File: src/rtl/uart_tx_sched.sv
// uart_tx_sched: round-robin arbiter sharing one UART transmitter among
// NREQ byte sources, with per-byte pacing and atomic message locking.
module uart_tx_sched #(
    parameter int NREQ         = 4,
    parameter int BYTE_CYCLES  = 6800,
    parameter int LOCK_TIMEOUT = 65535,
    parameter int CW           = 16
) (
    input  logic                    sys_clk_i,
    input  logic                    sys_rst_i,
    input  logic [NREQ-1:0]         req_valid_i,
    input  logic [8*NREQ-1:0]       req_data_i,
    input  logic [NREQ-1:0]         req_last_i,
    output logic [NREQ-1:0]         req_ready_o,
    output logic                    uart_wr_o,
    output logic [7:0]              uart_dat_o,
    output logic [$clog2(NREQ)-1:0] grant_o,
    output logic                    locked_o,
    output logic                    busy_o
);
    localparam int GW = $clog2(NREQ);
    localparam logic [GW:0] N_W = (GW+1)'(NREQ);
    localparam logic [CW-1:0] PACE_INIT = CW'(BYTE_CYCLES - 1);
    localparam logic [CW-1:0] TO_LAST = CW'(LOCK_TIMEOUT - 1);

    typedef enum logic [1:0] {
        S_IDLE,
        S_ISSUE,
        S_WAIT
    } state_t;

    state_t state_q, state_d;
    logic [GW-1:0] ptr_q;
    logic [GW-1:0] win;
    logic win_ok;
    logic accept;
    logic [CW-1:0] pace_q;
    logic [CW-1:0] tout_q;

    function automatic logic [GW-1:0] rr_idx(input logic [GW-1:0] base,
                                             input int off);
        logic [GW:0] s;
        s = {1'b0, base} + (GW+1)'(off);
        if (s >= N_W) s = s - N_W;
        return s[GW-1:0];
    endfunction

    // Reverse scan so the last hit is the first valid at or after ptr_q.
    always_comb begin
        win = grant_o;
        win_ok = 1'b0;
        if (locked_o) begin
            win_ok = req_valid_i[grant_o];
        end else begin
            for (int i = NREQ - 1; i >= 0; i--) begin
                if (req_valid_i[rr_idx(ptr_q, i)]) begin
                    win = rr_idx(ptr_q, i);
                    win_ok = 1'b1;
                end
            end
        end
    end

    always_comb begin
        state_d = state_q;
        req_ready_o = '0;
        accept = (state_q == S_IDLE) && win_ok && !sys_rst_i;
        if (accept) req_ready_o[win] = 1'b1;
        unique case (state_q)
            S_IDLE:  if (accept) state_d = S_ISSUE;
            S_ISSUE: state_d = S_WAIT;
            S_WAIT:  if (pace_q == '0) state_d = S_IDLE;
            default: state_d = S_IDLE;
        endcase
    end

    always_ff @(posedge sys_clk_i) begin
        if (sys_rst_i) state_q <= S_IDLE;
        else           state_q <= state_d;
    end

    always_ff @(posedge sys_clk_i) begin
        if (sys_rst_i) begin
            uart_dat_o <= '0;
            grant_o    <= '0;
            locked_o   <= 1'b0;
            ptr_q      <= '0;
            pace_q     <= '0;
            tout_q     <= '0;
        end else begin
            if (accept) begin
                uart_dat_o <= req_data_i[{win, 3'b000} +: 8];
                grant_o    <= win;
                locked_o   <= ~req_last_i[win];
                tout_q     <= '0;
                if (req_last_i[win]) ptr_q <= rr_idx(win, 1);
            end else if (!locked_o) begin
                tout_q <= '0;
            end else if (state_q == S_IDLE && !req_valid_i[grant_o]) begin
                // Owner went quiet mid-message: release after the timeout.
                if (tout_q == TO_LAST) begin
                    locked_o <= 1'b0;
                    ptr_q    <= rr_idx(grant_o, 1);
                    tout_q   <= '0;
                end else begin
                    tout_q <= tout_q + 1'b1;
                end
            end
            if (state_q == S_ISSUE) begin
                pace_q <= PACE_INIT;
            end else if (state_q == S_WAIT && pace_q != '0) begin
                pace_q <= pace_q - 1'b1;
            end
        end
    end

    assign uart_wr_o = (state_q == S_ISSUE);
    assign busy_o    = (state_q != S_IDLE);

endmodule
File: config.mk
export PLATFORM = sky130hd
export DESIGN_NAME = uart_tx_sched
export DESIGN_NICKNAME = d
export VERILOG_FILES = /design/src/rtl/uart_tx_sched.sv
export SDC_FILE = /design/constraint.sdc
export NUM_CORES = 1
export LEC_CHECK = 0
export ABC_CLOCK_PERIOD_IN_PS = 3500
export CORE_MARGIN = 2
export CORE_UTILIZATION = 30
export CTS_CLUSTER_SIZE = 10
export DETAILED_ROUTE_END_ITERATION = 10
export MAX_ROUTING_LAYER = met4
export PLACE_DENSITY_LB_ADDON = 0.12
export SLEW_MARGIN = 20
export SYNTH_ARGS = -nofsm -noshare
export SYNTH_HDL_FRONTEND = slang
export SYNTH_SLANG_ARGS = --single-unit
File: constraint.sdc
create_clock -name sys_clk_i -period 3.5 [get_ports sys_clk_i]
set_input_delay 0.35 -clock sys_clk_i [delete_from_list [all_inputs] [get_ports sys_clk_i]]
set_output_delay 0.35 -clock sys_clk_i [all_outputs]
set_load 0.01 [all_outputs]
After elaboration in Yosys (flattened, before gate mapping)
Index checks and enable logic that the tools add are counted.
{ "word_totals": {"in_bits": 42, "regBits": 47, "out_inout_bits": 17} }
{ "op_classes": {"n_lt_le_gt_ge": 13, "eq_ne": 6, "n_reduce_logical": 19, "n_bitwise": 2, "shifts": 1, "addsub": 13, "muxes": 50} }
{ "ops": {"columns": ["operator", "count"], "rows": [
  ["$mux 2", 22],
  ["$shiftx 32x6->8", 1],
  ["$mux 13", 2],
  ["$lt 2x3->1 const B", 6],
  ["$add 16x1->16 const B", 1],
  ["$eq 16x16->1 const B", 1],
  ["$logic_not 16->1", 1],
  ["$mux 1", 16],
  ["$mux 16", 1],
  ["$reduce_bool 16->1", 1],
  ["$sub 16x1->16 const B", 1],
  ["$ge 3x3->1 const B", 5],
  ["$bmux 1 s2", 6],
  ["$sub 2x1->2 const B", 6],
  ["$reduce_bool 2->1", 5],
  ["$add 2x1->3 const B", 3],
  ["$add 2x2->3 const B", 2],
  ["$pmux 2 s3", 1],
  ["$logic_and 1x1->1", 5],
  ["$mux 4", 1],
  ["$ne 2x2->1 const B", 2],
  ["$reduce_and 4->1", 1],
  ["$ge 2x3->1 const B", 1],
  ["$reduce_or 3->1", 1],
  ["other kinds (10)", 12]
]} }

Longest topological paths before layout
Gate-level depths: netlist of the first run.
{ "logic_depth": {"ltp_word": 16, "mapped_depth": 10, "depth_no_buf": 8} }

Least setup slack after synthesis of the first run
Ideal clock, no wire load.
{ "synth_timing": {"path_type": "flip-flop to flip-flop", "from": "register grant_o[0]", "to": "register ptr_q[1]", "period_less_slack_ps": 2405, "n_path_buf": 1, "slack_ps": 1095, "required_ps": 3371, "path_stages_with_launch": 9, "arrival_time_ps": 2276, "setup_time_ps": 129, "path_cell_list": "dfxtp_1 -> clkbuf_1 -> mux4_2 -> and2_1 -> o21ai_1 -> inv_1 -> and3_1 -> o31ai_1 -> mux2i_1"} }
{ "synth_via": {"elab_chain_cells": 10} }
{ "synth_lines": {"columns": ["element", "line", "source"], "rows": [
  ["start: declaration", "17", "output logic [$clog2(NREQ)-1:0] grant_o,"],
  ["start signal: assignment", "93", "grant_o <= win;"],
  ["$mux 2 (4 in series)", "56", "if (req_valid_i[rr_idx(ptr_q, i)]) begin"],
  ["$mux 2", "52", "if (locked_o) begin"],
  ["$add 2x1->3", "43", "s = {1'b0, base} + (GW+1)'(off);"],
  ["$ge 3x3->1 or $sub 2x1->2 (tied branches)", "44", "if (s >= N_W) s = s - N_W;"],
  ["$mux 2", "44", null],
  ["$mux 2", "96", "if (req_last_i[win]) ptr_q <= rr_idx(win, 1);"],
  ["$mux 2", "91", "if (accept) begin"],
  ["end signal: assignment", "96", null],
  ["end signal: assignment", "103", "ptr_q <= rr_idx(grant_o, 1);"],
  ["end: declaration", "33", "logic [GW-1:0] ptr_q;"]
]} }
Several ways; a longest one is shown, not always the timed one. The select of a mux whose other input is x is not followed.
A chain may end at the register's enable or synchronous reset.

Final worst setup path of the first run
{ "layout_timing": {"from": "input port req_valid_i[0]", "to": "output port req_ready_o[2]"} }
{ "layout_via": {"elab_chain_cells": 12} }
{ "layout_lines": {"columns": ["element", "line", "source"], "rows": [
  ["start: declaration", "11", "input logic [NREQ-1:0] req_valid_i,"],
  ["$bmux 1 s2", "56", null],
  ["$mux 1 (implied by the code)", "56", null],
  ["$mux 2 (4 in series)", "56", null],
  ["$mux 2", "52", null],
  ["$lt 2x3->1 (implied by the code) or $ge 2x1->1 (tied branches)", "68", "if (accept) req_ready_o[win] = 1'b1;"],
  ["$logic_and 1x1->1 (implied by the code)", "68", null],
  ["$mux 1 (implied by the code)", "68", null],
  ["$demux 1 s2", "68", null],
  ["$mux 4 (*)", "68", null],
  ["end: declaration", "14", "output logic [NREQ-1:0] req_ready_o,"]
]} }
Mark *: on every way between the ends. The rest lies on a longest branch, timed or not. The select of a mux whose other input is x is not followed.

==> impl_metrics.yaml, run 1 <==
logic_synthesis:
  ys_types: 51
  seq_area_frac_synth_pct: 36.4
  yosys.area.top_type_share_pct: 36.4
  syn-num-nets: 364
  synth_area_leaders: "dfxtp_1, nor2_1, a21oi_1"
  synth_top_cell_by_area: "dfxtp_1"
  yosys_warnings: 0
  netlist_area_um2: 2580
  ys_ff_latch: 47
  synth_ff_type: "dfxtp_1"
  syn_area_per_cell_um2: 8.12
  synth_edf_count: 0
  synthArstFlopShare_pct: 0
  synthCells: 318
timing:
  setup_viol: 0
  whs_ns: 0.459
  hold_viol: 0
  rsz0062_at_grt: "false"
  max_freq_ghz: 0.317
  finalCriticalPeriod_ns: 3.15
  slew_violations: 0
  relSlewSlack_pct: 65.9
  clock_skew_ns: 0.00586
  tns_ns: 0
  tightest_slew_ns: 0.509
  fin_crit_sh_pct: 90.0
drt:
  ant_nets: 0
  routedWlPerCell_um: 12.6
  drtIter0Drc: 74
  avgViaCountPerCell: 4.89
  num_vias: 2341
  drc: 0
  first_pass_iters: 4
  wl_um: 6050
worst_hold_path:
  hold_path_class: "flip-flop to flip-flop"
  min_path_cells: 2
power:
  switchingPower_uw: 839
  netSwitchingFraction_pct: 36.8
  leakage_nw: 1.20
  share_comb_of_total_power_pct: 46.0
  power_density_nw_per_um2: 668
  max-vdd-ir-drop_mv: 0.229
  power_frac_seq_pct: 33.7
  clkPwrFrac_pct: 20.4
  internal_power_mw: 1.44
floorplanning:
  initial_core_util_pct: 31.1
  fp.dieH_um: 96.8
  coreArea_um2: 8300
  fp-row-count: 33
  die-area_um2: 9370
  io_pins: 59
  die_w_um: 96.8
cts:
  cts-hold-fix-buffers: 0
  clock_sinks: 47
  clk_latency_ns: 0.29
  path_clk_slew_ns: 0.09
  cts-root-buf: "clkbuf_8"
  cts_resized: 0
  cts_tree: "yes"
  post_cts_buffers: 0
  cts_buffer_depth: 2
  htreeDepth: 2
  cts_made_buffers: 5
finish:
  drive_gt1_share_pct: 6.68
  nets: 419
  diodes: 0
  area_growth_pct: 32.3
  fin_util_pct: 41.2
worst_setup_path:
  crit_arrival_ns: 2.80
  reg2reg_depth: 8
  end_kind: "primary output"
  worstSetupPathType: "input pin to primary output"
  critPathRequiredTime_ns: 3.15
  crit_path_max_fanout: 9
  crit_path_start_kind: "input pin"
global_route:
  grt_max_degree: 24
  grt_usage_pct: 13.4
  grt_pass1_wl_um: 10400
  grt_pass1_vias: 2281
  antenna_found_initial: 0
  overflow: 0
placed_design:
  port_buffers: 58
  dp.final_hpwl_um: 4400
  globalplace.congestion: 0.736
status:
  status: "completed"
job:
  drv_cap: 0
cells in the final DEF, fill, tap and decap left out, types with 2 or more instances in the layout:
master	n
buf_4	7
nor2_1	45
a21o_1	2
clkbuf_8	5
a211oi_1	5
ha_1	4
nor2b_1	3
or3_1	2
or3_2	2
a221oi_1	3
a221o_1	8
bufinv_16	2
a21oi_1	31
nand4_1	2
nor3_1	10
or4_4	2
dfxtp_1	47
nor4_1	4
and3_1	3
nand2b_1	6
xnor2_1	17
xor2_1	9
a22o_1	2
clkdlybuf4s50_1	58
nand2_1	27
inv_1	12
o21ai_0	7
o21ai_1	2
nand3_1	7
mux2i_1	11
nor3b_1	2
and2_1	4
critical path, cell delays in order:
cell,delay [ns]
clkdlybuf4s50_1,0.64
nor3b_1,0.09
a311oi_1,0.25
o21ai_0,0.18
o31ai_2,0.47
and3_1,0.27
clkdlybuf4s50_1,0.55
metrics by stage:
step / power (mW) / area [µm²] / cells / setup WS, ns
floorplan: 1.48 / 2580 / 318 / 1.09
global placement: 1.83 / 3280 / 471 / 0.392
detailed placement: 1.83 / 3280 / 471 / 0.350
CTS: 2.31 / 3420 / 479 / 0.339
global route: 2.47 / 3420 / 479 / 0.122
finish: 2.28 / 3420 / 479 / 0.349
final cells by class:
| type | instances | area (µm²) |
|---|---|---|
| fill | 827 | 4880 |
| tap | 105 | 131 |
| sequential | 47 | 941 |
| multi-input combinational | 242 | 1530 |
| clock buffer | 6 | 72.6 |
| inverter | 12 | 45.0 |
| clock inverter | 2 | 60.1 |
| timing repair buffer | 65 | 633 |
metal layers:
metal / wire, µm / GRT usage, % / up-vias
met5: 0 / - / -
met4: 77 / 3.90 / 0
met3: 351 / 4.05 / 7
met2: 2660 / 20.5 / 60
met1: 2960 / 17.1 / 1049
li1: - / - / 1225
state kept, by name (all words and copies together) (netlist names):
signal and flops:
grant_o 2, locked_o 1, state_q 2, pace_q 16, ptr_q 2, tout_q 16, uart_dat_o 8
power by group through the flow:
stage	Sequential, mW	Clock (mW)	Combinational, mW
6_report	0.768	0.465	1.05
5_1_grt	0.794	0.504	1.17
4_1_cts	0.769	0.484	1.06
3_5_place_dp	0.781	0	1.05
3_3_place_gp	0.777	0	1.05
2_1_floorplan	0.749	0	0.730
synth_stat cells (7+ instances only):
cell type and instances:
nand3_1 7, a221o_1 8, mux2i_1 11, clkbuf_1 13, o21ai_0 7, nand2_1 27
xnor2_1 17, nor3_1 10, inv_1 12, dfxtp_1 47, a21oi_1 31, xor2_1 9
nor2_1 45
worst paths after layout:
kind              slack, ns             end            from
setup / recovery       0.35  req_ready_o[2]  req_valid_i[0]
hold / removal         0.46   uart_dat_o[7]   uart_dat_o[7]
hold reg to reg        0.46   uart_dat_o[7]   uart_dat_o[7]
setup reg to reg       0.99   uart_dat_o[5]        ptr_q[0]
logic make-up (layout without fill, tap and decap cells):
family,count (synthesis),after routing,share of synthesized area [%]
and+or+nand+nor,128,128,24.9
AOI/OAI and AO/OA,72,72,18.4
DFF,47,47,36.4
buffers and inverters,29,85,4.41
xor gates and xnor gates,26,26,8.81
muxes,12,12,5.13
adders and majority gates,4,4,1.94
Power figures use the tool's default switching activity.
==> run 2, diff against run 1 <==
--- a/config.mk
+++ b/config.mk
@@ -6,8 +6,11 @@
 export NUM_CORES = 1
 export LEC_CHECK = 0
 export ABC_CLOCK_PERIOD_IN_PS = 3500
+export CAP_MARGIN = 20
+export CORE_ASPECT_RATIO = 1.25
 export CORE_MARGIN = 2
 export CORE_UTILIZATION = 30
+export CTS_BUF_LIST = sky130_fd_sc_hd__clkbuf_16
 export CTS_CLUSTER_SIZE = 10
 export DETAILED_ROUTE_END_ITERATION = 10
 export MAX_ROUTING_LAYER = met4
==> run 2 against run 1 <==
Compared with the run above:
- non-clock buffer count increased by 3
- clock skew increased by 0.0024 ns
- critical path type unchanged
- core utilization increased by 0.53 points
- largest power group unchanged
- worst setup slack improved by 0.032 ns
- count of clock-buffer cells in the layout decreased by 1
==> impl_metrics.yaml, run 2 (synthesis results as in run 1) <==
worst_setup_path:
  slowest_delay_ns: 0.58
  slowest_stage: "clkdlybuf4s50_1"
  crit_path_max_fanout: 10
  r2r_end: "uart_dat_o[6]"
  startpoint: "req_valid_i[2]"
  rrSetupSlack_ns: 1.00
  crit_path_start_kind: "input pin"
  crit_chain: "clkdlybuf4s50_1 -> o311a_1 -> o21ai_0 -> o31ai_2 -> buf_4 -> nor3_1 -> clkdlybuf4s50_1"
  worstSetupPathType: "input pin to primary output"
  critPathRequiredTime_ns: 3.15
  end_kind: "primary output"
  reg2reg_depth: 9
  cpMostUsedCell: "clkdlybuf4s50_1"
  crit_arrival_ns: 2.77
  reg2reg_from: "ptr_q[0]"
drt:
  num_vias: 2360
  first_pass_iters: 5
  ant_nets: 0
  routedWlPerCell_um: 12.9
  avgViaCountPerCell: 4.99
  drtIter0Drc: 85
  wl_um: 6110
  drc: 0
floorplanning:
  die-area_um2: 9380
  io_pins: 59
  initial_core_util_pct: 31.2
  die_w_um: 87.0
  fp.dieH_um: 108
  coreArea_um2: 8290
  fp-row-count: 37
finish:
  final_common_cell: "clkdlybuf4s50_1"
  final_cell_mix: "clkdlybuf4s50_1, dfxtp_1, nor2_1"
  fillers: 828
  nets: 422
  top_regs: "pace_q x16, tout_q x16, uart_dat_o x8"
  diodes: 0
  drive_gt1_share_pct: 7.18
  area_growth_pct: 33.8
  fin_util_pct: 41.7
power:
  netSwitchingFraction_pct: 35.9
  power_frac_seq_pct: 31.9
  leakage_nw: 1.23
  internal_power_mw: 1.51
  share_comb_of_total_power_pct: 46.1
  max-vdd-ir-drop_mv: 0.245
  power_density_nw_per_um2: 680
  power.total_mw: 2.35
  clkPwrFrac_pct: 22.0
  switchingPower_uw: 844
global_route:
  grt_max_degree: 24
  grt_usage_pct: 14.1
  grt_pass1_wl_um: 10500
  grt_pass1_vias: 2265
  antenna_found_initial: 0
  overflow: 0
status:
  status: "completed"
cts:
  cts_tree: "yes"
  cts-hold-fix-buffers: 0
  htreeDepth: 2
  cts_made_buffers: 5
  post_cts_buffers: 0
  cts_resized: 0
  cts_buffer_depth: 2
  clk_latency_ns: 0.28
  path_clk_slew_ns: 0.06
  clock_sinks: 47
  cts-root-buf: "clkbuf_16"
timing:
  setup_viol: 0
  relSlewSlack_pct: 66.2
  slew_violations: 0
  tns_ns: 0
  whs_ns: 0.453
  tightest_slew_ns: 0.508
  fin_crit_sh_pct: 89.1
  clock_skew_ns: 0.00828
  finalCriticalPeriod_ns: 3.12
  max_freq_ghz: 0.321
  rsz0062_at_grt: "false"
  hold_viol: 0
placed_design:
  port_buffers: 58
  dp.final_hpwl_um: 4510
  globalplace.congestion: 0.828
worst_hold_path:
  min_from: "uart_dat_o[1]"
  min_path_cells: 2
  hold_end: "uart_dat_o[1]"
  hold_path_class: "flip-flop to flip-flop"
job:
  drv_cap: 0
-- run 2: worst max-delay path by stage --
stage and endpoint:
6_report req_ready_o[3], 5_1_grt req_ready_o[2], 3_5_place_dp req_ready_o[1], 2_1_floorplan ptr_q[1], 3_3_place_gp req_ready_o[1], 4_1_cts req_ready_o[1]
-- run 2: per-layer routing --
metal	up-vias	share of wire (%)	wire length [µm]	GRT usage (%)
li1	1241	-	-	-
met1	1073	46	2790	16.7
met2	42	50	3050	23.5
met3	4	3.4	209	3.07
met4	0	0.93	57	5.02
met5	-	0	0	-
-- run 2: final cells by class --
type                            instances  area, µm²  share of cell area (%)
Clock buffer                            5        125                    3.62
Clock inverter                          2       33.8                   0.978
Inverter                               12       45.0                    1.30
Multi-Input combinational cell        242       1530                    44.4
Sequential cell                        47        941                    27.2
Tap cell                               97        121                    3.51
Timing Repair Buffer                   68        656                    19.0
-- run 2: power groups by stage --
stage / combinational (mW) / clock, mW / sequential [mW]
6_report: 1.08 / 0.518 / 0.749
5_1_grt: 1.21 / 0.567 / 0.773
4_1_cts: 1.10 / 0.535 / 0.750
3_5_place_dp: 1.09 / 0 / 0.761
3_3_place_gp: 1.09 / 0 / 0.758
2_1_floorplan: 0.730 / 0 / 0.749
-- run 2: per-stage QoR --
| step | std cells | setup WS (ns) | instance area [µm²] |
|---|---|---|---|
| 3_3_place_gp | 466 | 0.416 | 3300 |
| 4_1_cts | 473 | 0.395 | 3460 |
| 5_1_grt | 473 | 0.245 | 3460 |
| 2_1_floorplan | 318 | 1.09 | 2580 |
| 6_report | 473 | 0.381 | 3460 |
| 3_5_place_dp | 466 | 0.400 | 3300 |
-- run 2: worst max-delay path, delay by kind of cell --
kind / cells / cell delay (ns)
buffers and inverters: 3 / 1.36
AOI/OAI and AO/OA: 3 / 0.85
and+or+nand+nor: 1 / 0.21
==> run 3, diff against run 2 <==
--- a/config.mk
+++ b/config.mk
@@ -14,7 +14,6 @@
 export CTS_CLUSTER_SIZE = 10
 export DETAILED_ROUTE_END_ITERATION = 10
 export MAX_ROUTING_LAYER = met4
-export PLACE_DENSITY_LB_ADDON = 0.12
 export SLEW_MARGIN = 20
 export SYNTH_ARGS = -nofsm -noshare
 export SYNTH_HDL_FRONTEND = slang
==> run 3 against run 2 <==
Compared with the run above:
- cell area down 0.51%
- clock power is 2% higher
- sequential cell count is the same
- largest cell class unchanged
- sequential share of layout area up 0.14 points
- global-route usage fell by 0.25 points
- cell count decreased by 0.42%
- combinational power decreased by 4%
==> impl_metrics.yaml, run 3 (synthesis results as in run 1) <==
power:
  power.total_mw: 2.33
  max-vdd-ir-drop_mv: 0.394
  netSwitchingFraction_pct: 36.1
  internal_power_mw: 1.49
  switchingPower_uw: 841
  power_density_nw_per_um2: 678
  leakage_nw: 1.22
  clkPwrFrac_pct: 22.6
  share_comb_of_total_power_pct: 44.5
  power_frac_seq_pct: 32.8
timing:
  whs_ns: 0.454
  fin_crit_sh_pct: 88.7
  finalCriticalPeriod_ns: 3.10
  relSlewSlack_pct: 66.5
  setup_viol: 0
  max_freq_ghz: 0.322
  tightest_slew_ns: 0.502
  hold_viol: 0
  slew_violations: 0
  tns_ns: 0
  rsz0062_at_grt: "false"
  clock_skew_ns: 0.00665
drt:
  num_vias: 2379
  routedWlPerCell_um: 12.5
  first_pass_iters: 4
  wl_um: 5870
  drc: 0
  drtIter0Drc: 97
  avgViaCountPerCell: 5.05
  ant_nets: 0
worst_setup_path:
  rrSetupSlack_ns: 1.05
  r2r_end: "uart_dat_o[4]"
  reg2reg_depth: 8
  startpoint: "req_valid_i[0]"
  endpoint: "req_ready_o[2]"
  crit_path_max_fanout: 9
  critPathRequiredTime_ns: 3.15
  crit_path_start_kind: "input pin"
  worstSetupPathType: "input pin to primary output"
  end_kind: "primary output"
  crit_arrival_ns: 2.75
  reg2reg_from: "ptr_q[0]"
cts:
  path_clk_slew_ns: 0.06
  cts-root-buf: "clkbuf_16"
  cts-hold-fix-buffers: 0
  clk_latency_ns: 0.29
  cts_made_buffers: 5
  cts_resized: 0
  htreeDepth: 2
  post_cts_buffers: 0
  cts_buffer_depth: 2
  clock_sinks: 47
  cts_tree: "yes"
floorplanning:
  die-area_um2: 9380
  initial_core_util_pct: 31.2
  io_pins: 59
  fp-row-count: 37
  die_w_um: 87.0
  fp.dieH_um: 108
  coreArea_um2: 8290
finish:
  final_common_cell: "clkdlybuf4s50_1"
  top_regs: "pace_q x16, tout_q x16, uart_dat_o x8"
  diodes: 0
  drive_gt1_share_pct: 6.68
  final_cell_mix: "clkdlybuf4s50_1, dfxtp_1, nor2_1"
  nets: 419
  area_growth_pct: 33.1
  fillers: 831
global_route:
  grt_max_degree: 24
  overflow: 0
  grt_pass1_vias: 2325
  grt_usage_pct: 13.9
  antenna_found_initial: 0
  grt_pass1_wl_um: 10300
placed_design:
  globalplace.congestion: 0.813
  dp.final_hpwl_um: 4420
  port_buffers: 58
status:
  status: "completed"
job:
  drv_cap: 0
worst_hold_path:
  hold_path_class: "flip-flop to flip-flop"
-- run 3: final cells by class --
| cell class | instances | area [µm²] | share of cell area (%) |
|---|---|---|---|
| inverters | 12 | 45.0 | 1.31 |
| repair buffers | 65 | 633 | 18.4 |
| clock buffers | 5 | 125 | 3.64 |
| multi-input cells | 242 | 1530 | 44.6 |
| well taps | 97 | 121 | 3.53 |
| flip-flops and latches | 47 | 941 | 27.4 |
| clock inverters | 3 | 38.8 | 1.13 |
-- run 3: power groups by stage --
stage / logic [mW] / registers, mW / clock network, mW
6_report: 1.04 / 0.766 / 0.528
5_1_grt: 1.16 / 0.788 / 0.567
4_1_cts: 1.05 / 0.768 / 0.545
3_5_place_dp: 1.05 / 0.780 / 0
3_3_place_gp: 1.04 / 0.773 / 0
2_1_floorplan: 0.730 / 0.749 / 0
-- run 3: worst min path at each step --
stage	startpoint	depth (start not counted)	endpoint
2_1_floorplan	pace_q[0]	1	pace_q[0]
4_1_cts	uart_dat_o[6]	2	uart_dat_o[6]
3_5_place_dp	uart_dat_o[6]	2	uart_dat_o[6]
5_1_grt	uart_dat_o[1]	2	uart_dat_o[1]
6_report	uart_dat_o[6]	2	uart_dat_o[6]
3_3_place_gp	uart_dat_o[7]	2	uart_dat_o[7]
-- run 3: worst max-delay path: stages --
cell	delay, ns
clkdlybuf4s50_1	0.63
nor3b_1	0.09
a311oi_1	0.28
o21ai_0	0.17
o31ai_2	0.43
and3_1	0.26
clkdlybuf4s50_1	0.55
-- run 3: layer usage --
| metal | global-route usage (%) | share of wire, % | wire (µm) | vias up |
|---|---|---|---|---|
| met4 | 5.02 | 1.7 | 99 | 0 |
| met3 | 2.53 | 3.5 | 204 | 6 |
| met5 | - | 0 | 0 | - |
| li1 | - | - | - | 1233 |
| met2 | 23.8 | 50 | 2910 | 50 |
| met1 | 16.1 | 45 | 2650 | 1090 |
-- run 3: per-stage QoR --
stage	worst slack [ns]	util (%)	instance area, µm²	std cells
after CTS	0.393	41.5	3440	471
after floorplan	1.09	-	2580	318
final	0.397	41.5	3440	471
after global routing	0.244	41.5	3440	471
after global placement	0.428	39.5	3270	463
after detailed placement	0.400	39.5	3270	463
